==> src/rtl/serial_adder_n_if.sv <==
// Handshake and data bundle for the bit-serial add/subtract unit.
// The master side issues operations; the slave side is the adder itself.
interface serial_adder_n_if #(
    parameter int WIDTH = 8
);
    logic             start;
    logic             sub;
    logic             cin;
    logic [WIDTH-1:0] a_in;
    logic [WIDTH-1:0] b_in;
    logic             busy;
    logic             done;
    logic [WIDTH-1:0] sum;
    logic             cout;
    logic             ovf;

    modport master (
        output start, sub, cin, a_in, b_in,
        input  busy, done, sum, cout, ovf
    );

    modport slave (
        input  start, sub, cin, a_in, b_in,
        output busy, done, sum, cout, ovf
    );
endinterface

==> src/rtl/serial_adder_n.sv <==
// Bit-serial WIDTH-bit add/subtract: one full-adder slice, LSB first, one bit per clock.
// Results, carry-out and signed overflow are published only on the cycle the operation completes.
module serial_adder_n #(
    parameter  int WIDTH = 8,
    localparam int CW    = $clog2(WIDTH)
) (
    input  logic           clk,
    input  logic           rst_n,
    serial_adder_n_if.slave bus
);

    typedef enum logic [1:0] {
        IDLE = 2'd0,
        RUN  = 2'd1,
        DONE = 2'd2
    } state_e;

    // Returns {carry, sum} of a single full-adder slice.
    function automatic logic [1:0] full_add(input logic x, input logic y, input logic ci);
        return {(x & y) | (x & ci) | (y & ci), x ^ y ^ ci};
    endfunction

    state_e           state_q, state_d;
    logic [WIDTH-1:0] sa_q, sa_d;
    logic [WIDTH-1:0] sb_q, sb_d;
    logic [WIDTH-1:0] ps_q, ps_d;
    logic             c_q, c_d;
    logic [CW-1:0]    cnt_q, cnt_d;
    logic             busy_q, busy_d;
    logic             done_q, done_d;
    logic [WIDTH-1:0] sum_q, sum_d;
    logic             cout_q, cout_d;
    logic             ovf_q, ovf_d;
    logic [1:0]       fa_s;

    // Next-state, datapath and output-register computation.
    always_comb begin
        state_d = state_q;
        sa_d    = sa_q;
        sb_d    = sb_q;
        ps_d    = ps_q;
        c_d     = c_q;
        cnt_d   = cnt_q;
        busy_d  = 1'b0;
        done_d  = 1'b0;
        sum_d   = sum_q;
        cout_d  = cout_q;
        ovf_d   = ovf_q;
        fa_s    = full_add(sa_q[0], sb_q[0], c_q);

        case (state_q)
            IDLE, DONE: begin
                // Subtraction is A + ~B + ~borrow, so B and the carry are inverted at load time.
                if (bus.start) begin
                    state_d = RUN;
                    busy_d  = 1'b1;
                    sa_d    = bus.a_in;
                    sb_d    = bus.b_in ^ {WIDTH{bus.sub}};
                    c_d     = bus.cin ^ bus.sub;
                    ps_d    = {WIDTH{1'b0}};
                    cnt_d   = {CW{1'b0}};
                end else begin
                    state_d = IDLE;
                end
            end
            RUN: begin
                sa_d  = {1'b0, sa_q[WIDTH-1:1]};
                sb_d  = {1'b0, sb_q[WIDTH-1:1]};
                ps_d  = {fa_s[0], ps_q[WIDTH-1:1]};
                c_d   = fa_s[1];
                cnt_d = cnt_q + CW'(1);
                // On the MSB slice c_q is the carry into the MSB, fa_s[1] the carry out of it.
                if (cnt_q == CW'(WIDTH - 1)) begin
                    state_d = DONE;
                    done_d  = 1'b1;
                    sum_d   = ps_d;
                    cout_d  = fa_s[1];
                    ovf_d   = c_q ^ fa_s[1];
                end else begin
                    busy_d  = 1'b1;
                end
            end
            default: begin
                state_d = IDLE;
            end
        endcase
    end

    // State, datapath and registered outputs.
    always_ff @(posedge clk or negedge rst_n) begin
        if (!rst_n) begin
            state_q <= IDLE;
            sa_q    <= {WIDTH{1'b0}};
            sb_q    <= {WIDTH{1'b0}};
            ps_q    <= {WIDTH{1'b0}};
            c_q     <= 1'b0;
            cnt_q   <= {CW{1'b0}};
            busy_q  <= 1'b0;
            done_q  <= 1'b0;
            sum_q   <= {WIDTH{1'b0}};
            cout_q  <= 1'b0;
            ovf_q   <= 1'b0;
        end else begin
            state_q <= state_d;
            sa_q    <= sa_d;
            sb_q    <= sb_d;
            ps_q    <= ps_d;
            c_q     <= c_d;
            cnt_q   <= cnt_d;
            busy_q  <= busy_d;
            done_q  <= done_d;
            sum_q   <= sum_d;
            cout_q  <= cout_d;
            ovf_q   <= ovf_d;
        end
    end

    assign bus.busy = busy_q;
    assign bus.done = done_q;
    assign bus.sum  = sum_q;
    assign bus.cout = cout_q;
    assign bus.ovf  = ovf_q;

endmodule

==> src/flat_wrapper.sv <==
// flat-port wrapper written by rule: the top's interface ports become plain ports
module serial_adder_n_flat 
#(
    parameter  int WIDTH = 8,
    localparam int CW    = $clog2(WIDTH)
)
  (clk, rst_n, bus_start, bus_sub, bus_cin, bus_a_in, bus_b_in, bus_busy, bus_done, bus_sum, bus_cout, bus_ovf);
  serial_adder_n_if #(.WIDTH(WIDTH)) bus_i ();
  input  logic clk;
  input  logic rst_n;
  input wire logic [$bits(bus_i.start)-1:0] bus_start;
  input wire logic [$bits(bus_i.sub)-1:0] bus_sub;
  input wire logic [$bits(bus_i.cin)-1:0] bus_cin;
  input wire logic [$bits(bus_i.a_in)-1:0] bus_a_in;
  input wire logic [$bits(bus_i.b_in)-1:0] bus_b_in;
  output wire logic [$bits(bus_i.busy)-1:0] bus_busy;
  output wire logic [$bits(bus_i.done)-1:0] bus_done;
  output wire logic [$bits(bus_i.sum)-1:0] bus_sum;
  output wire logic [$bits(bus_i.cout)-1:0] bus_cout;
  output wire logic [$bits(bus_i.ovf)-1:0] bus_ovf;
  assign bus_i.start = bus_start;
  assign bus_i.sub = bus_sub;
  assign bus_i.cin = bus_cin;
  assign bus_i.a_in = bus_a_in;
  assign bus_i.b_in = bus_b_in;
  assign bus_busy = bus_i.busy;
  assign bus_done = bus_i.done;
  assign bus_sum = bus_i.sum;
  assign bus_cout = bus_i.cout;
  assign bus_ovf = bus_i.ovf;
  serial_adder_n #(.WIDTH(WIDTH)) u_core (.clk(clk), .rst_n(rst_n), .bus(bus_i));
endmodule
==> config.mk <==
export PLATFORM = sky130hd
export DESIGN_NAME = serial_adder_n_flat
export DESIGN_NICKNAME = d
export VERILOG_FILES = /design/src/rtl/serial_adder_n_if.sv /design/src/rtl/serial_adder_n.sv /design/src/flat_wrapper.sv
export SDC_FILE = /design/constraint.sdc
export NUM_CORES = 1
export LEC_CHECK = 0
export ABC_AREA = 1
export CAP_MARGIN = 20
export CORE_ASPECT_RATIO = 1.2
export CORE_MARGIN = 1.5
export CORE_UTILIZATION = 54
export CTS_BUF_LIST = sky130_fd_sc_hd__clkbuf_8
export DETAILED_ROUTE_END_ITERATION = 8
export HOLD_SLACK_MARGIN = 0.02
export PLACE_DENSITY = 0.91
export SYNTH_ARGS = -nofsm -noshare
export SYNTH_HDL_FRONTEND = slang
export SYNTH_SLANG_ARGS = --single-unit
==> constraint.sdc <==
create_clock -name clk -period 2.1 [get_ports clk]
set_clock_uncertainty 0.2 [all_clocks]
set_input_delay 0.21 -clock clk [delete_from_list [all_inputs] [get_ports clk]]
set_output_delay 0.21 -clock clk [all_outputs]
set_load 0.02 [all_outputs]
# After elaboration in Yosys (flattened, before gate mapping)
# Cells that the tools add are included.
dict set report op_classes {
  bitwise 10
  muxes 18
  eq_ne 5
  addsub 1
  reduce_logical 5
}
# op n
set op_table {}
lappend op_table {{case mux 8 bit (2 select lines)} 3}
lappend op_table {{2-to-1 mux 8 bit} 3}
lappend op_table {{XOR 8 bit} 1}
lappend op_table {{2-to-1 mux 1 bit} 6}
lappend op_table {{case mux 3 bit (2 select lines)} 1}
lappend op_table {{case mux 1 bit (2 select lines)} 2}
lappend op_table {{case mux 2 bit (2 select lines)} 1}
lappend op_table {{AND reduction 2 bit} 2}
lappend op_table {{XOR 1 bit} 4}
lappend op_table {{adder 3 x 1 -> 3 bit, second input constant} 1}
lappend op_table {{AND 1 bit} 3}
lappend op_table {{equality test 3 bit, second input constant} 1}
lappend op_table {{2-to-1 mux 3 bit} 1}
lappend op_table {{equality test 2 x 1 -> 1 bit, second input constant} 1}
lappend op_table {{equality test 2 bit, second input constant} 1}
lappend op_table {{logical NOT 2 bit} 1}
lappend op_table {{2-to-1 mux 2 bit} 1}
lappend op_table {{!= test 2 x 1 -> 1 bit, second input constant} 1}
lappend op_table {{!= test 2 bit, second input constant} 1}
lappend op_table {{bitwise OR 1 bit} 2}
lappend op_table {{nonzero test 2 bit} 1}
lappend op_table {{OR reduction 2 bit} 1}
dict set report word_totals {
  in_bits 21
  out_inout_bits 12
  register_bits 42
  wordCells 50
}

# Longest topological paths before layout
dict set report logic_depth {
  word_depth 4
  ltp_mapped 8
  depth_no_buf 6
}

# Worst setup path after synthesis
# OpenSTA, ideal clock, no wires.
dict set report synth_path {
  kind {register to register}
  start {register u_core.cnt_q[0]}
  end {register u_core.cout_q (netlist: u_core.bus.cout)}
  arrival_ns 1.147
  stages_incl_launch_ff 8
  required_time_ns 1.783
  slack_ns 0.636
  period_less_slack_ns 1.464
  n_path_buf 1
  setup_ns 0.117
  cell_sequence {dfrtp_1 -> ha_1 -> ha_1 -> inv_1 -> nor2_1 -> buf_2 -> nand2_1 -> nand2_1}
}
dict set report synth_between {
  elab_chain_len 2
}
# item line
set synth_rtl {}
lappend synth_rtl {{start: declaration} serial_adder_n.sv:28} ;# logic [CW-1:0] cnt_q, cnt_d;
lappend synth_rtl {{start signal: assignment} serial_adder_n.sv:97} ;# cnt_q <= {CW{1'b0}};
lappend synth_rtl {{start signal: assignment} serial_adder_n.sv:109} ;# cnt_q <= cnt_d;
lappend synth_rtl {{equality test 3 bit} serial_adder_n.sv:73} ;# if (cnt_q == CW'(WIDTH - 1)) begin
lappend synth_rtl {{AND reduction 2 bit (no line)} --}
lappend synth_rtl {{end signal: assignment} serial_adder_n.sv:113} ;# cout_q <= cout_d;
lappend synth_rtl {{end: declaration} serial_adder_n.sv:32} ;# logic cout_q, cout_d;
# No other way between the ends.
# A chain may end at the register's enable or synchronous reset.

# Final worst setup path
# Same ends and word-level chain as after synthesis.

==> summary.txt <==
Status
  • Run status: completed

Place
  • Pre-CTS setup slack: 0.250 ns
  • Routability Congestion: 0.765
  • Dpl cells: 300
  • Placed inst area: 2230 um2
  • Post-DP HPWL: 2490 um
  • I/O Buffers: 32

Yosys
  • Mean post-synth cell area: 8.06 um2
  • Mapped Nets: 259
  • Post-synthesis cell count: 235
  • Mapped Area: 1890 um2
  • Number of flops mapped to enable cells by yosys: 0
  • Sequential share of the synthesized area: 0.542
  • Count of cell types in the netlist: 19
  • Largest area contributor in the synthesized netlist: dfrtp_1
  • FFs w/ async S/R, synth: 1.00
  • Count leader, synth: nand2_1
  • Synth area leaders: dfrtp_1 54%, nand2_1 22%, nand3_1 10%, inv_1 3.4%, ha_1 1.3%
  • Syn. warnings: 0
  • Share of the synthesized area in the top cell type: 0.542
  • Top FF cell, synth: dfrtp_1
  • Seq cells post-synth: 41
  • Commonest cells post-synth: 109 x nand2_1, 41 x dfrtp_1, 38 x nand3_1, 17 x inv_1, 5 x nor2_1

Timing
  • Slew margin rel.: 0.559
  • Worst-margin pin slew: 0.660 ns
  • Achievable Freq: 552 MHz
  • Period utilisation layout: 0.863
  • Setup WS post-layout: 0.289 ns
  • Total Neg Setup Slack: 0 ns
  • Final Slew Violations: 0
  • Setup-failing EPs final: 0
  • Hold_ws: 0.262 ns
  • RSZ-0062 raised after global routing: no
  • Crit path time final: 1.81 ns
  • Final hold vios: 0

Clock network
  • Worst-skew pair later-pin latency: 0.29 ns
  • TritonCTS buffer count: 5
  • CTS clk-pin slew, worst paths: 0.07 ns
  • Deepest clock path buffer count: 2
  • TritonCTS clock tree: built
  • CTS Sinks: 41
  • Postcts setup bufs: 0
  • Cts repair resizes: 0
  • Hold-fix buffers, CTS: 1
  • CTS Root Buffer Type: clkbuf_8
  • H-tree depth: 2

Critical path
  • CP cell instances: ha_1 > ha_1 > inv_1 > nor2_1 > nand2_1 > nand2_1
  • Worst path max stage delay: 0.53 ns
  • Setup CP Type: reg -> reg
  • WP buf/inv: 1
  • Crit path required time: 2.13 ns
  • Setup crit start kind: flop
  • Crit end category: flop
  • CP arrival: 1.84 ns
  • CP top delay family: simple AND/OR/NAND/NOR gates
  • Critical-path maximum fanout: 11
  • CP max-delay cell: nor2_1

Floorplan
  • Core area: 3340 um2
  • Height of the die: 67.9 um
  • Die area: 3870 um2
  • Initial Utilization: 0.567
  • # IOs: 33
  • Site Rows: 23
  • Die W: 57.1 um

Detailed routing
  • Final ANT Viol Nets: 0
  • Routed len/inst: 11.6 um
  • Vias: 1,640
  • Vias per cell: 5.31
  • 1st-pass router iterations: 4
  • Iter 0 DRT Violations: 64
  • Final WL: 3590 um
  • DRC viols: 0

Cells and area
  • Layout cells sized above 1: 0.0809
  • Area Overhead vs Synth: 24.5%
  • Final nets: 295
  • Inserted Diodes: 0
  • Layout Utilization: 0.706
  • Reg area: 1030 um2
  • Layout Cells excl Fill: 309
  • Filler cells: 276
  • Design area: 2360 um2
  • Multi-input logic area: 729 um2

Global routing
  • Largest net degree at the start of global routing: 42
  • Gr usage total: 0.220
  • Vias in the first global route: 1,498
  • Initial antenna violation count: 0
  • Total grt overflow: 0
  • First-pass GRT wire length: 6510 um

Job
  • # Max-Cap Violations: 0

Pwr
  • VDD IR max: 1090 uV
  • Pleak: 1.25 nW
  • Total power: 3.41 mW
  • Pwr per Cell Area: 1450 nW/um2

Worst hold path
  • Hold crit path type: in -> reg
worst register-to-register path, delay by kind of cell, from the launching register on:
kind / cells / cell delay (ns)
flip-flops: 1 / 0.37
adder cells (fa/ha/maj): 2 / 0.36
AND/OR/NAND/NOR: 3 / 0.75
buffers and inverters: 1 / 0.07
cell families after synthesis:
logic type | Yosys count | synth area share
simple gates | 158 | 0.349
flops | 41 | 0.542
buf+inv | 29 | 0.0727
compound gates | 3 | 0.00793
fa+ha+maj | 3 | 0.0238
xor+xnor | 1 | 0.00463
report_power, final:
group	switching, mW	total [mW]	internal, mW
Sequential	0.239	1.38	1.15
Clock	0.255	0.637	0.382
Combinational	0.808	1.39	0.585
Total	1.30	3.41	2.11
routing by layer:
metal  wire length (um)  vias to the layer above  global-route usage  part of all wire
met5                  0                        -                   0                 0
met4                 76                        0              0.0872             0.021
met3                160                        8              0.0567             0.045
met2               1810                       43               0.366              0.50
met1               1540                      790               0.277              0.43
li1                   -                      799                   -                 -
cell usage in the layout, fill, tap and decap left out, drive strengths merged:
master	n
a21oi	1
buf	5
bufinv	1
clkbuf	6
clkdlybuf4s50	31
dfrtp	41
dlygate4sd3	1
fa	1
ha	2
inv	22
nand2	113
nand3	38
nor2	7
o21ai	2
xor2	1
final cells by class:
cell class	instances	area share
clock buffer	6	0.0350
clock inverter	2	0.0143
inverter	21	0.0356
multi-input combinational	165	0.309
sequential	41	0.435
tap	37	0.0196
timing repair buffer	37	0.151
sequential cells by signal, indices dropped and copies added, names as in the netlist:
signal,count
u_core.cnt_q,3
u_core.state_q,2
u_core.bus.done,1
u_core.c_q,1
u_core.bus.cout,1
u_core.bus.sum,8
u_core.ps_q,7
u_core.sb_q,8
u_core.sa_q,8
u_core.bus.busy,1
u_core.bus.ovf,1
worst paths after layout:
path	from	endpoint	slack, ns	depth (start not counted)
worst max-delay path	u_core.cnt_q[0]	u_core.bus.cout	0.29	6
worst min-delay path	bus_a_in[7]	u_core.sa_q[7]	0.26	3
worst max register to register	u_core.cnt_q[0]	u_core.bus.cout	0.29	6
worst min register to register	u_core.sb_q[7]	u_core.sb_q[7]	0.28	2
max in group asynchronous	rst_n	u_core.bus.cout	1.06	3
min in group asynchronous	rst_n	u_core.bus.sum[3]	0.29	3
Power figures use the tool's default switching activity.
